## config.mk

```make
export PLATFORM = sky130hd
export DESIGN_NAME = mem_data_port
export DESIGN_NICKNAME = d
export VERILOG_FILES = /design/src/rtl/mem_pkg.sv /design/src/rtl/mem_data_port_wait_timer.sv /design/src/rtl/mem_data_port.sv
export SDC_FILE = /design/constraint.sdc
export NUM_CORES = 1
export LEC_CHECK = 0
export BUFFER_PORTS_ARGS = -buffer_cell sky130_fd_sc_hd__buf_4
export CORE_ASPECT_RATIO = 1.5
export CORE_MARGIN = 2
export CORE_UTILIZATION = 42
export CTS_CLUSTER_DIAMETER = 150
export DETAILED_ROUTE_END_ITERATION = 10
export PLACE_DENSITY = 0.75
export SYNTH_ARGS = -nofsm -noshare
export SYNTH_HDL_FRONTEND = slang
export SYNTH_HIERARCHICAL = 1
export SYNTH_SLANG_ARGS = --single-unit
```

## constraint.sdc

```tcl
create_clock -name clock -period 2.7 [get_ports clock]
set_input_delay 0.405 -clock clock [delete_from_list [all_inputs] [get_ports clock]]
set_output_delay 0.405 -clock clock [all_outputs]
set_load 0.005 [all_outputs]
```

## src/rtl/mem_pkg.sv

```systemverilog
// Shared types and default widths for the data-memory port and RAM wrapper.
package mem_pkg;

   localparam int unsigned MEM_ADDR_W = 9;
   localparam int unsigned MEM_DATA_W = 32;

   typedef enum logic [1:0] {
      ST_IDLE = 2'd0,
      ST_RD   = 2'd1,
      ST_WR   = 2'd2,
      ST_FIN  = 2'd3
   } mem_state_e;

endpackage : mem_pkg

```

## src/rtl/mem_data_port_wait_timer.sv

```systemverilog
// Wait-state counter for a memory transaction; flags the last allowed wait cycle.
module mem_data_port_wait_timer #(
   parameter int unsigned TIMEOUT = 16
) (
   input  logic clk_i,
   input  logic rst_ni,
   input  logic clear_i,
   input  logic en_i,
   output logic expired_o
);

   localparam int unsigned CNT_W = (TIMEOUT == 0) ? 1 : $clog2(TIMEOUT + 1);
   localparam logic [CNT_W-1:0] CNT_LAST = CNT_W'(TIMEOUT - 1);
   localparam logic [CNT_W-1:0] CNT_MAX  = {CNT_W{1'b1}};

   logic [CNT_W-1:0] cnt_q, cnt_d;

   // Expiry only exists when a timeout is configured.
   assign expired_o = (TIMEOUT != 0) && (cnt_q == CNT_LAST);

   // Clear wins; otherwise count up, saturating so the counter never wraps.
   always_comb begin
      cnt_d = cnt_q;
      if (clear_i) begin
         cnt_d = '0;
      end else if (en_i && !expired_o && (cnt_q != CNT_MAX)) begin
         cnt_d = cnt_q + CNT_W'(1);
      end
   end

   // Counter register.
   always_ff @(posedge clk_i or negedge rst_ni) begin
      if (!rst_ni) begin
         cnt_q <= '0;
      end else begin
         cnt_q <= cnt_d;
      end
   end

endmodule : mem_data_port_wait_timer

```

## src/rtl/mem_data_port.sv

```systemverilog
// Memory-side bus endpoint: MAR/MDR capture and single-word req/ack transactions.
module mem_data_port
   import mem_pkg::*;
#(
   parameter int unsigned ADDR_W  = MEM_ADDR_W,
   parameter int unsigned DATA_W  = MEM_DATA_W,
   parameter int unsigned TIMEOUT = 16
) (
   input  logic              clock,
   input  logic              reset_n,
   input  logic [DATA_W-1:0] BusMuxOut,
   input  logic              MARin,
   input  logic              MDRin,
   input  logic              start_read,
   input  logic              start_write,
   output logic [DATA_W-1:0] BusMuxIn_MDR,
   output logic              busy,
   output logic              done,
   output logic              err,
   output logic [ADDR_W-1:0] mem_addr,
   output logic              mem_req,
   output logic              mem_we,
   output logic [DATA_W-1:0] mem_wdata,
   input  logic [DATA_W-1:0] mem_rdata,
   input  logic              mem_ack
);

   mem_state_e        state_q, state_d;
   logic [ADDR_W-1:0] mar_q, mar_d;
   logic [DATA_W-1:0] mdr_q, mdr_d;
   logic              err_flag_q, err_flag_d;
   logic              mem_req_q, mem_we_q, busy_q, done_q, err_q;
   logic              tmr_clear, tmr_en, tmr_expired;

   mem_data_port_wait_timer #(
      .TIMEOUT (TIMEOUT)
   ) u_wait_timer (
      .clk_i     (clock),
      .rst_ni    (reset_n),
      .clear_i   (tmr_clear),
      .en_i      (tmr_en),
      .expired_o (tmr_expired)
   );

   // Next state, MAR/MDR updates and timer control.
   always_comb begin
      state_d    = state_q;
      mar_d      = mar_q;
      mdr_d      = mdr_q;
      err_flag_d = err_flag_q;
      tmr_clear  = 1'b0;
      tmr_en     = 1'b0;
      unique case (state_q)
         ST_IDLE: begin
            if (MARin) mar_d = BusMuxOut[ADDR_W-1:0];
            if (MDRin) mdr_d = BusMuxOut;
            if (start_read || start_write) begin
               // Read wins when both starts arrive together.
               state_d    = start_read ? ST_RD : ST_WR;
               tmr_clear  = 1'b1;
               err_flag_d = 1'b0;
            end
         end
         ST_RD, ST_WR: begin
            if (mem_ack) begin
               if (state_q == ST_RD) mdr_d = mem_rdata;
               state_d = ST_FIN;
            end else if (tmr_expired) begin
               err_flag_d = 1'b1;
               state_d    = ST_FIN;
            end else begin
               tmr_en = 1'b1;
            end
         end
         ST_FIN: begin
            state_d = ST_IDLE;
         end
         default: begin
            state_d = ST_IDLE;
         end
      endcase
   end

   // State, datapath registers and state-decoded outputs, registered from next state.
   always_ff @(posedge clock or negedge reset_n) begin
      if (!reset_n) begin
         state_q    <= ST_IDLE;
         mar_q      <= '0;
         mdr_q      <= '0;
         err_flag_q <= 1'b0;
         mem_req_q  <= 1'b0;
         mem_we_q   <= 1'b0;
         busy_q     <= 1'b0;
         done_q     <= 1'b0;
         err_q      <= 1'b0;
      end else begin
         state_q    <= state_d;
         mar_q      <= mar_d;
         mdr_q      <= mdr_d;
         err_flag_q <= err_flag_d;
         mem_req_q  <= (state_d == ST_RD) || (state_d == ST_WR);
         mem_we_q   <= (state_d == ST_WR);
         busy_q     <= (state_d != ST_IDLE);
         done_q     <= (state_d == ST_FIN);
         err_q      <= (state_d == ST_FIN) && err_flag_d;
      end
   end

   assign BusMuxIn_MDR = mdr_q;
   assign mem_wdata    = mdr_q;
   assign mem_addr     = mar_q;
   assign mem_req      = mem_req_q;
   assign mem_we       = mem_we_q;
   assign busy         = busy_q;
   assign done         = done_q;
   assign err          = err_q;

endmodule : mem_data_port

```

=== Word-level counts from Yosys, hierarchy flattened ===
Index checks and enable logic that the tools add are counted.

* Add/sub/neg operators: 1
* Eq/ne operators: 11
* Muxes and demuxes: 20
* Reduce and logical (&&, ||, !) cells: 13

{| class="wikitable"
|+ Operator list
! cell !! count
|-
| 32-bit 2-to-1 mux || 3
|-
| 32-bit one-hot mux with 2 select lines || 1
|-
| 5-bit 2-to-1 mux || 2
|-
| 2-bit == test, second input constant || 4
|-
| 1-bit 2-to-1 mux || 8
|-
| 2-bit 2-to-1 mux || 4
|-
| 2-bit inequality test, second input constant || 3
|-
| 2-bit one-hot mux with 3 select lines || 1
|-
| 2-bit nonzero test || 3
|-
| 5-bit by 1-bit adder with 5-bit output, second input constant || 1
|-
| 5-bit by 4-bit == test with 1-bit output, second input constant || 1
|-
| 5-bit inequality test, second input constant || 1
|-
| 2-bit by 1-bit == test with 1-bit output, second input constant || 2
|-
| 4-bit AND reduction || 1
|-
| 1-bit logical AND || 3
|-
| 2-bit zero test || 1
|-
| 1-bit logical OR || 2
|-
| 1-bit one-hot mux with 2 select lines || 1
|-
| 2-bit AND reduction || 1
|-
| 2-bit OR reduction || 1
|-
| 1-bit zero test || 1
|}

* Bits in registers: 54
* Output and inout bits: 78
* Word-level logic and storage cells: 55

=== Logic depth before layout (Yosys ltp) ===
Gate-level depths: netlist of run 1.

* Depth after elaboration: 8
* Mapped depth: 8
* Depth with buffers taken out: 8

=== By module ===
The synthesis of run 1 kept the hierarchy.

{| class="wikitable"
|+ By module, submodules not included
! module !! instances !! cells each !! area each (um2) !! seq. area each (um2)
|-
| mem_data_port || 1 || 192 || 2717.6 || 1226.2
|-
| mem_data_port_wait_timer || 1 || 24 || 281.5 || 125.1
|}

=== Worst setup path after synthesis of run 1 ===
OpenSTA, ideal clock, no wires.

* Kind: reg2reg
* From: register u_wait_timer.cnt_q[0]
* To: register u_wait_timer.cnt_q[3]
* Data arrival time: 1.863 ns
* Path slack: 0.710 ns
* Cell stages (with the launch flop): 8
* Clock period less this slack: 1.990 ns
* Cells stage by stage: dfrtp_1 ha_1 and3_1 ha_1 nor2_1 nor3b_4 nand4_1 mux2_1

* Cells in the longest elaborated chain, start to end: 7

{| class="wikitable"
|+ Ends and longest elaborated chain
! element !! RTL line !! RTL
|-
| start, declared || mem_data_port_wait_timer.sv:16 || <nowiki>logic [CNT_W-1:0] cnt_q, cnt_d;</nowiki>
|-
| start signal, assigned || mem_data_port_wait_timer.sv:36 || <nowiki>cnt_q <= cnt_d;</nowiki>
|-
| 5-bit by 4-bit == test with 1-bit output || mem_data_port_wait_timer.sv:19 || <nowiki>assign expired_o = (TIMEOUT != 0) && (cnt_q == CNT_LAST);</nowiki>
|-
| named net tmr_expired || mem_data_port.sv:33 || <nowiki>logic tmr_clear, tmr_en, tmr_expired;</nowiki>
|-
| 1-bit 2-to-1 mux || mem_data_port.sv:68 || <nowiki>end else if (tmr_expired) begin</nowiki>
|-
| 1-bit 2-to-1 mux || mem_data_port.sv:65 || <nowiki>if (mem_ack) begin</nowiki>
|-
| 1-bit 2-to-1 mux || mem_data_port.sv:53 || <nowiki>unique case (state_q)</nowiki>
|-
| named net tmr_en || mem_data_port.sv:33 ||
|-
| 1-bit logical AND (2 in a row) || mem_data_port_wait_timer.sv:26 || <nowiki>end else if (en_i && !expired_o && (cnt_q != CNT_MAX)) begin</nowiki>
|-
| 2-bit nonzero test (no source line) || - ||
|}

The timed path passes the listed nets, and every way through them passes these cells. The select of a mux whose other input is x is not followed.
A chain may end at the register's enable or synchronous reset.

=== Worst setup path after layout of run 1 ===
Same ends and word-level chain as after synthesis.

==> results of run 1 <==
## logic make-up after synthesis
kind of cell               Yosys count  share of synthesized area (%)
AOI/OAI and AO/OA                    6                           1.67
xor gates and xnor gates             2                          0.584
adders and majority gates            8                           3.34
buffers and inverters               47                           12.0
DFF                                 54                           45.1
muxes                               75                           31.6
and+or+nand+nor                     24                           5.76
## state kept, by name, indices dropped and copies added, names as in the netlist
signal              cells
mem_we                  1
done                    1
mem_req                 1
state_q                 2
err_flag_q              1
busy                    1
err                     1
BusMuxIn_MDR           32
u_wait_timer/cnt_q      5
mem_addr                9
## path summary, 6_finish.rpt
| kind | cells past startpoint | to | slack, ns | from |
|---|---|---|---|---|
| worst max-delay path | 7 | u_wait_timer/cnt_q[3] | 0.49 | u_wait_timer/cnt_q[0] |
| worst min-delay path | 1 | BusMuxIn_MDR[9] | 0.13 | reset_n |
| worst max register to register | 7 | u_wait_timer/cnt_q[3] | 0.49 | u_wait_timer/cnt_q[0] |
| worst min register to register | 1 | mem_addr[1] | 0.51 | mem_addr[1] |
| max in group asynchronous | 1 | u_wait_timer/cnt_q[3] | 2.11 | reset_n |
| min in group clock | 2 | mem_addr[1] | 0.35 | BusMuxOut[1] |
## critical path, delay by kind of cell, from the launching register on
| family | cells | cell delay [ns] |
|---|---|---|
| simple gates | 4 | 0.83 |
| fa+ha+maj | 2 | 0.51 |
| flops | 1 | 0.41 |
| mux | 1 | 0.34 |
## layer usage
metal | up-vias | share of wire, % | GRT usage [%]
li1 | 951 | - | -
met1 | 994 | 35 | 16.8
met2 | 87 | 56 | 29.8
met3 | 4 | 7.4 | 3.28
met4 | 0 | 0.78 | 4.37
met5 | - | 0 | 0
## Yosys cell counts, drive strengths merged
cell type  number
mux2           74
dfrtp          54
buf            39
nor2            9
ha              8
inv             8
nand2b          3
nor3b           3
nor2b           2
o32a            2
xnor2           2
a211oi          1
and3            1
and4bb          1
mux2i           1
nand2           1
nand3           1
nand4           1
nor3            1
nor4bb          1
o21a            1
o22ai           1
o31a            1
## power by group through the flow
stage	combinational [W]	clock [W]	sequential, W
after floorplan	0.00233	0	0.00148
after global placement	0.00304	0	0.00148
after detailed placement	0.00311	0	0.00150
after CTS	0.00311	0.000443	0.00149
after global routing	0.00330	0.000472	0.00154
final	0.00304	0.000420	0.00148
## through the flow
stage / hold slack (ns) / util (%) / power [W]
6_report: 0.132 / 57.6 / 0.00494
5_1_grt: 0.193 / 57.6 / 0.00531
4_1_cts: 0.157 / 57.6 / 0.00504
3_5_place_dp: 0.495 / 56.5 / 0.00461
3_3_place_gp: 0.487 / 56.5 / 0.00452
2_1_floorplan: 0.109 / - / 0.00381
## cell type report
| class | count | area [µm²] |
|---|---|---|
| clock buffers | 7 | 76.3 |
| fillers | 576 | 2930 |
| inverters | 8 | 30.0 |
| multi-input cells | 115 | 1290 |
| flip-flops and latches | 54 | 1350 |
| well taps | 78 | 97.6 |
| repair buffers | 150 | 1130 |
==> results.cfg, run 1 <==
[timing]
drv_slew = 0
fin_skew_ns = 0.00530
max_clock_freq_mhz = 452
fin_tns_setup_ns = 0
fin_crit_sh_pct = 82.0
relSlewSlack_pct = 55.5
finalWorstSetupSlack_ns = 0.487
setup_violations = 0
worst_pin_slew_ns = 0.667
finalHoldViolations = 0
final.min_clock_period_ns = 2.21
rsz0062_at_grt = false

[worst_hold_path]
hold_path.class = input port to async pin

[finish]
fin_cells = 412
syn2layout_area_growth_pct = 32.5
mostFrequentLayoutCell = buf_4
diodes = 0
layout-drive-gt1-share_pct = 69.5
final_cell_mix = 150 x buf_4, 54 x dfrtp_1, 43 x mux2_2, 28 x mux2_4, 9 x nor2_1
fin_area_mm2 = 0.00397
num-nets-final = 413

[routing]
drtIter0Drc = 61
firstDrtPassIters = 4
route.detailed.wl_per_inst_um = 14.9
drcViolationCount = 0
drt.antenna.violating_nets = 0
vias_per_cell = 4.94
num_vias = 2036
routed_wl_mm = 6.13

[synthesis]
synth_cell_type_count = 31
synthesis.area_mm2 = 0.00300
syn-num-nets = 295
synth_area_per_cell_um2 = 13.9
synthTopCellsByArea = dfrtp_1 45%, mux2_2 16%, mux2_4 14%
post-synth-top-area-fraction_pct = 45.1
syn-instance-count = 216
synth-seq-cells = 54
ys_seq_area_share_pct = 45.1
yosys.area.top_type = dfrtp_1
synth_warnings = 6

[clock_network]
root_buffer = clkbuf_8
clock_latency_ns = 0.30
cts_tree = done
clockBufferDepth = 2
clk_pin_slew_ns = 0.09
cts_resized = 0
post_cts.repair.setup_buffers = 0
numCtsBuffers = 5
ctsHoldBuffers = 0
cts_max_level = 2
numClockSinks = 54

[outcome]
status = finished, final reports clean

[pwr]
ir_drop_v = 0.000915
pwr-share-clk_pct = 8.5
p_sw_share_pct = 33.2
switchingPower_w = 0.00164
pwr-share-comb_pct = 61.6
power_density_mw_per_mm2 = 1240
seqPwrFrac_pct = 29.9
leakage_nw = 2.02
p_int_w = 0.00330

[placed_design]
portBuffers = 148
dp_cells = 405
place_area_mm2 = 0.00390
dp_hpwl_mm = 4.73
place_congestion = 0.795
pre_cts_slack_ns = 0.519

[floorplanning]
die_w_um = 73.0
ioPinCount = 149
core_mm2 = 0.00690
die_area_mm2 = 0.00785
row_count = 37
dieHeight_um = 107
start_util_pct = 43.5

[global_route]
grt_pass1_wl_mm = 9.60
grt-ovfl-total = 0
grt_pass1_vias = 2103
antenna_found_initial = 0
track_usage_pct = 15.7
grt_max_degree = 55

[setup_path]
cp_cell_sequence = ha_1, and3_1, ha_1, nor2_1, nor3b_4, nand4_1, mux2_1
crit_type = flip-flop to flip-flop
critPathMostFrequentCell = ha_1
crit_fanout = 6
cp-end-kind = flip-flop
critical_path_required_ns = 2.88
cp-start-kind = flip-flop
slowest_stage = dfrtp_1
cpPeakStageDelay_ns = 0.41
cp.arrival_ns = 2.39

[flow_run]
maxCapViolCount = 0
No activity file was read; power rests on OpenSTA's default activity.
==> inputs of run 2 (changes only) <==
==> constraint.sdc (replaced) <==
create_clock -name clock -period 2.1 [get_ports clock]
set_input_delay 0.315 -clock clock [delete_from_list [all_inputs] [get_ports clock]]
set_output_delay 0.315 -clock clock [all_outputs]
set_load 0.005 [all_outputs]
==> run 2 against run 1 <==
Sequential share of layout area down 0.60 points. Flip-flop and latch count unchanged. Worst setup slack worse by 0.33 ns. Sequential power increased by 29%. Worst hold slack lost 0.10 ns. Largest power group unchanged. Non-clock buffer count rose by 3. Count of clock-buffer cells in the layout unchanged. Critical path type unchanged. Utilization up 1.0 points. Register-to-register slack got worse by 0.33 ns. Combinational power is 34% higher. Largest cell class unchanged. Die area is the same.
==> results.cfg, run 2 (same netlist as run 1, synthesis figures left out) <==
[floorplanning]
start_util_pct = 43.5
core_mm2 = 0.00690
die_area_mm2 = 0.00785
die_w_um = 73.0
row_count = 37
ioPinCount = 149
dieHeight_um = 107

[finish]
diodes = 0
syn2layout_area_growth_pct = 34.8
fin_cells = 416
final_cell_mix = 151 x buf_4, 54 x dfrtp_1, 43 x mux2_2, 28 x mux2_4, 9 x nor2_1
largest_reg_flops = 32
num-nets-final = 416
mostFrequentLayoutCell = buf_4
nFillCells = 577
layout-drive-gt1-share_pct = 70.7

[pwr]
power_density_mw_per_mm2 = 1630
leakage_nw = 2.05
ir_drop_v = 0.000963

[setup_path]
cp-start-kind = flip-flop
startpoint = u_wait_timer/cnt_q[0]
r2r-end = u_wait_timer/cnt_q[3]
crit_fanout = 6
cp.arrival_ns = 2.14
crit_type = flip-flop to flip-flop
cpPeakStageDelay_ns = 0.42
cp-end-kind = flip-flop
worstSetupEndpoint = u_wait_timer/cnt_q[3]
cp_cell_sequence = ha_1, and3_1, ha_2, nor2_1, nor3b_4, nand4_1, mux2_1
reg2reg_depth = 7
crit_family = simple AND/OR/NAND/NOR gates
path_buf_inv = 0
slowest_stage = dfrtp_1
critical_path_required_ns = 2.30
r2r-start = u_wait_timer/cnt_q[0]
crit_cells = 7
r2r_slack_ns = 0.16

[placed_design]
dp_cells = 408
pre_cts_slack_ns = 0.0994
place_congestion = 0.789
dp_hpwl_mm = 4.61
portBuffers = 148

[global_route]
antenna_found_initial = 0
grt-ovfl-total = 0
grt_pass1_wl_mm = 9.43
grt-busiest-layer = met2
grt_max_degree = 55
met2_usage_pct = 29.2
use_met3_pct = 3.00
grtUsageMet1_pct = 16.0
grt_pass1_vias = 2121
track_usage_pct = 15.3

[timing]
fin_skew_ns = 0.00767
rsz0062_at_grt = false
final.min_clock_period_ns = 1.94
fin_crit_sh_pct = 92.4
relSlewSlack_pct = 54.5
finalWorstSetupSlack_ns = 0.160
max_clock_freq_mhz = 515
finalHoldViolations = 0
drv_slew = 0
setup_violations = 0
worst_pin_slew_ns = 0.683
fin_tns_setup_ns = 0

[routing]
drt.antenna.violating_nets = 0
num_vias = 2024
route.detailed.wl_per_inst_um = 14.5
routed_wl_mm = 6.02
vias_per_cell = 4.87
drcViolationCount = 0
drtIter0Drc = 32
firstDrtPassIters = 4

[clock_network]
clockBufferDepth = 2
post_cts.repair.setup_buffers = 0
cts_max_level = 2
numClockSinks = 54
numCtsBuffers = 5
cts_tree = done
root_buffer = clkbuf_8
clk_pin_slew_ns = 0.10
clock_latency_ns = 0.30

[outcome]
status = finished, final reports clean

[flow_run]
maxCapViolCount = 0

[worst_hold_path]
hold_path.class = input port to async pin
run 2: metrics by stage:
step / total power, W / hold slack [ns] / area (µm²) / utilization, %
after detailed placement: 0.00610 / 0.404 / 3940 / 57.2
after floorplan: 0.00490 / 0.0194 / 3000 / -
after global placement: 0.00599 / 0.396 / 3940 / 57.2
after CTS: 0.00670 / 0.0626 / 4040 / 58.5
final: 0.00657 / 0.0309 / 4040 / 58.6
after global routing: 0.00705 / 0.0916 / 4040 / 58.6
run 2: routing by layer:
layer / vias up / part of all wire (%)
met1: 977 / 37
met2: 87 / 55
met4: 0 / 1.2
met5: - / 0
li1: 955 / -
met3: 5 / 6.9
run 2: final cells by class:
cell class,instances,area [µm²],area share [%]
clock buffers,7,86.3,2.13
clock inverters,1,5.00,0.124
inverters,8,30.0,0.743
multi-input cells,115,1300,32.1
flip-flops and latches,54,1350,33.4
well taps,78,97.6,2.41
repair buffers,153,1170,29.0
run 2: timing repair:
action,4_1_cts,5_1_grt
hold buffers,0,0
resized for setup,0,2
hold endpoints to repair,0,0
endpoints found under the setup margin,0,2
run 2: worst min path at each step:
stage,from,endpoint,slack (ns),cells after the start
after global placement,reset_n,BusMuxIn_MDR[11],0.40,1
after detailed placement,reset_n,BusMuxIn_MDR[11],0.40,1
after CTS,reset_n,BusMuxIn_MDR[11],0.06,1
after global routing,reset_n,BusMuxIn_MDR[5],0.09,1
final,reset_n,BusMuxIn_MDR[11],0.03,1
after floorplan,reset_n,BusMuxIn_MDR[0],0.02,0
run 2: power by group:
group	switching, W	internal, W	total (W)
combinational	0.00148	0.00260	0.00408
clock	0.000321	0.000267	0.000588
sequential	0.000347	0.00156	0.00191
total	0.00214	0.00443	0.00657
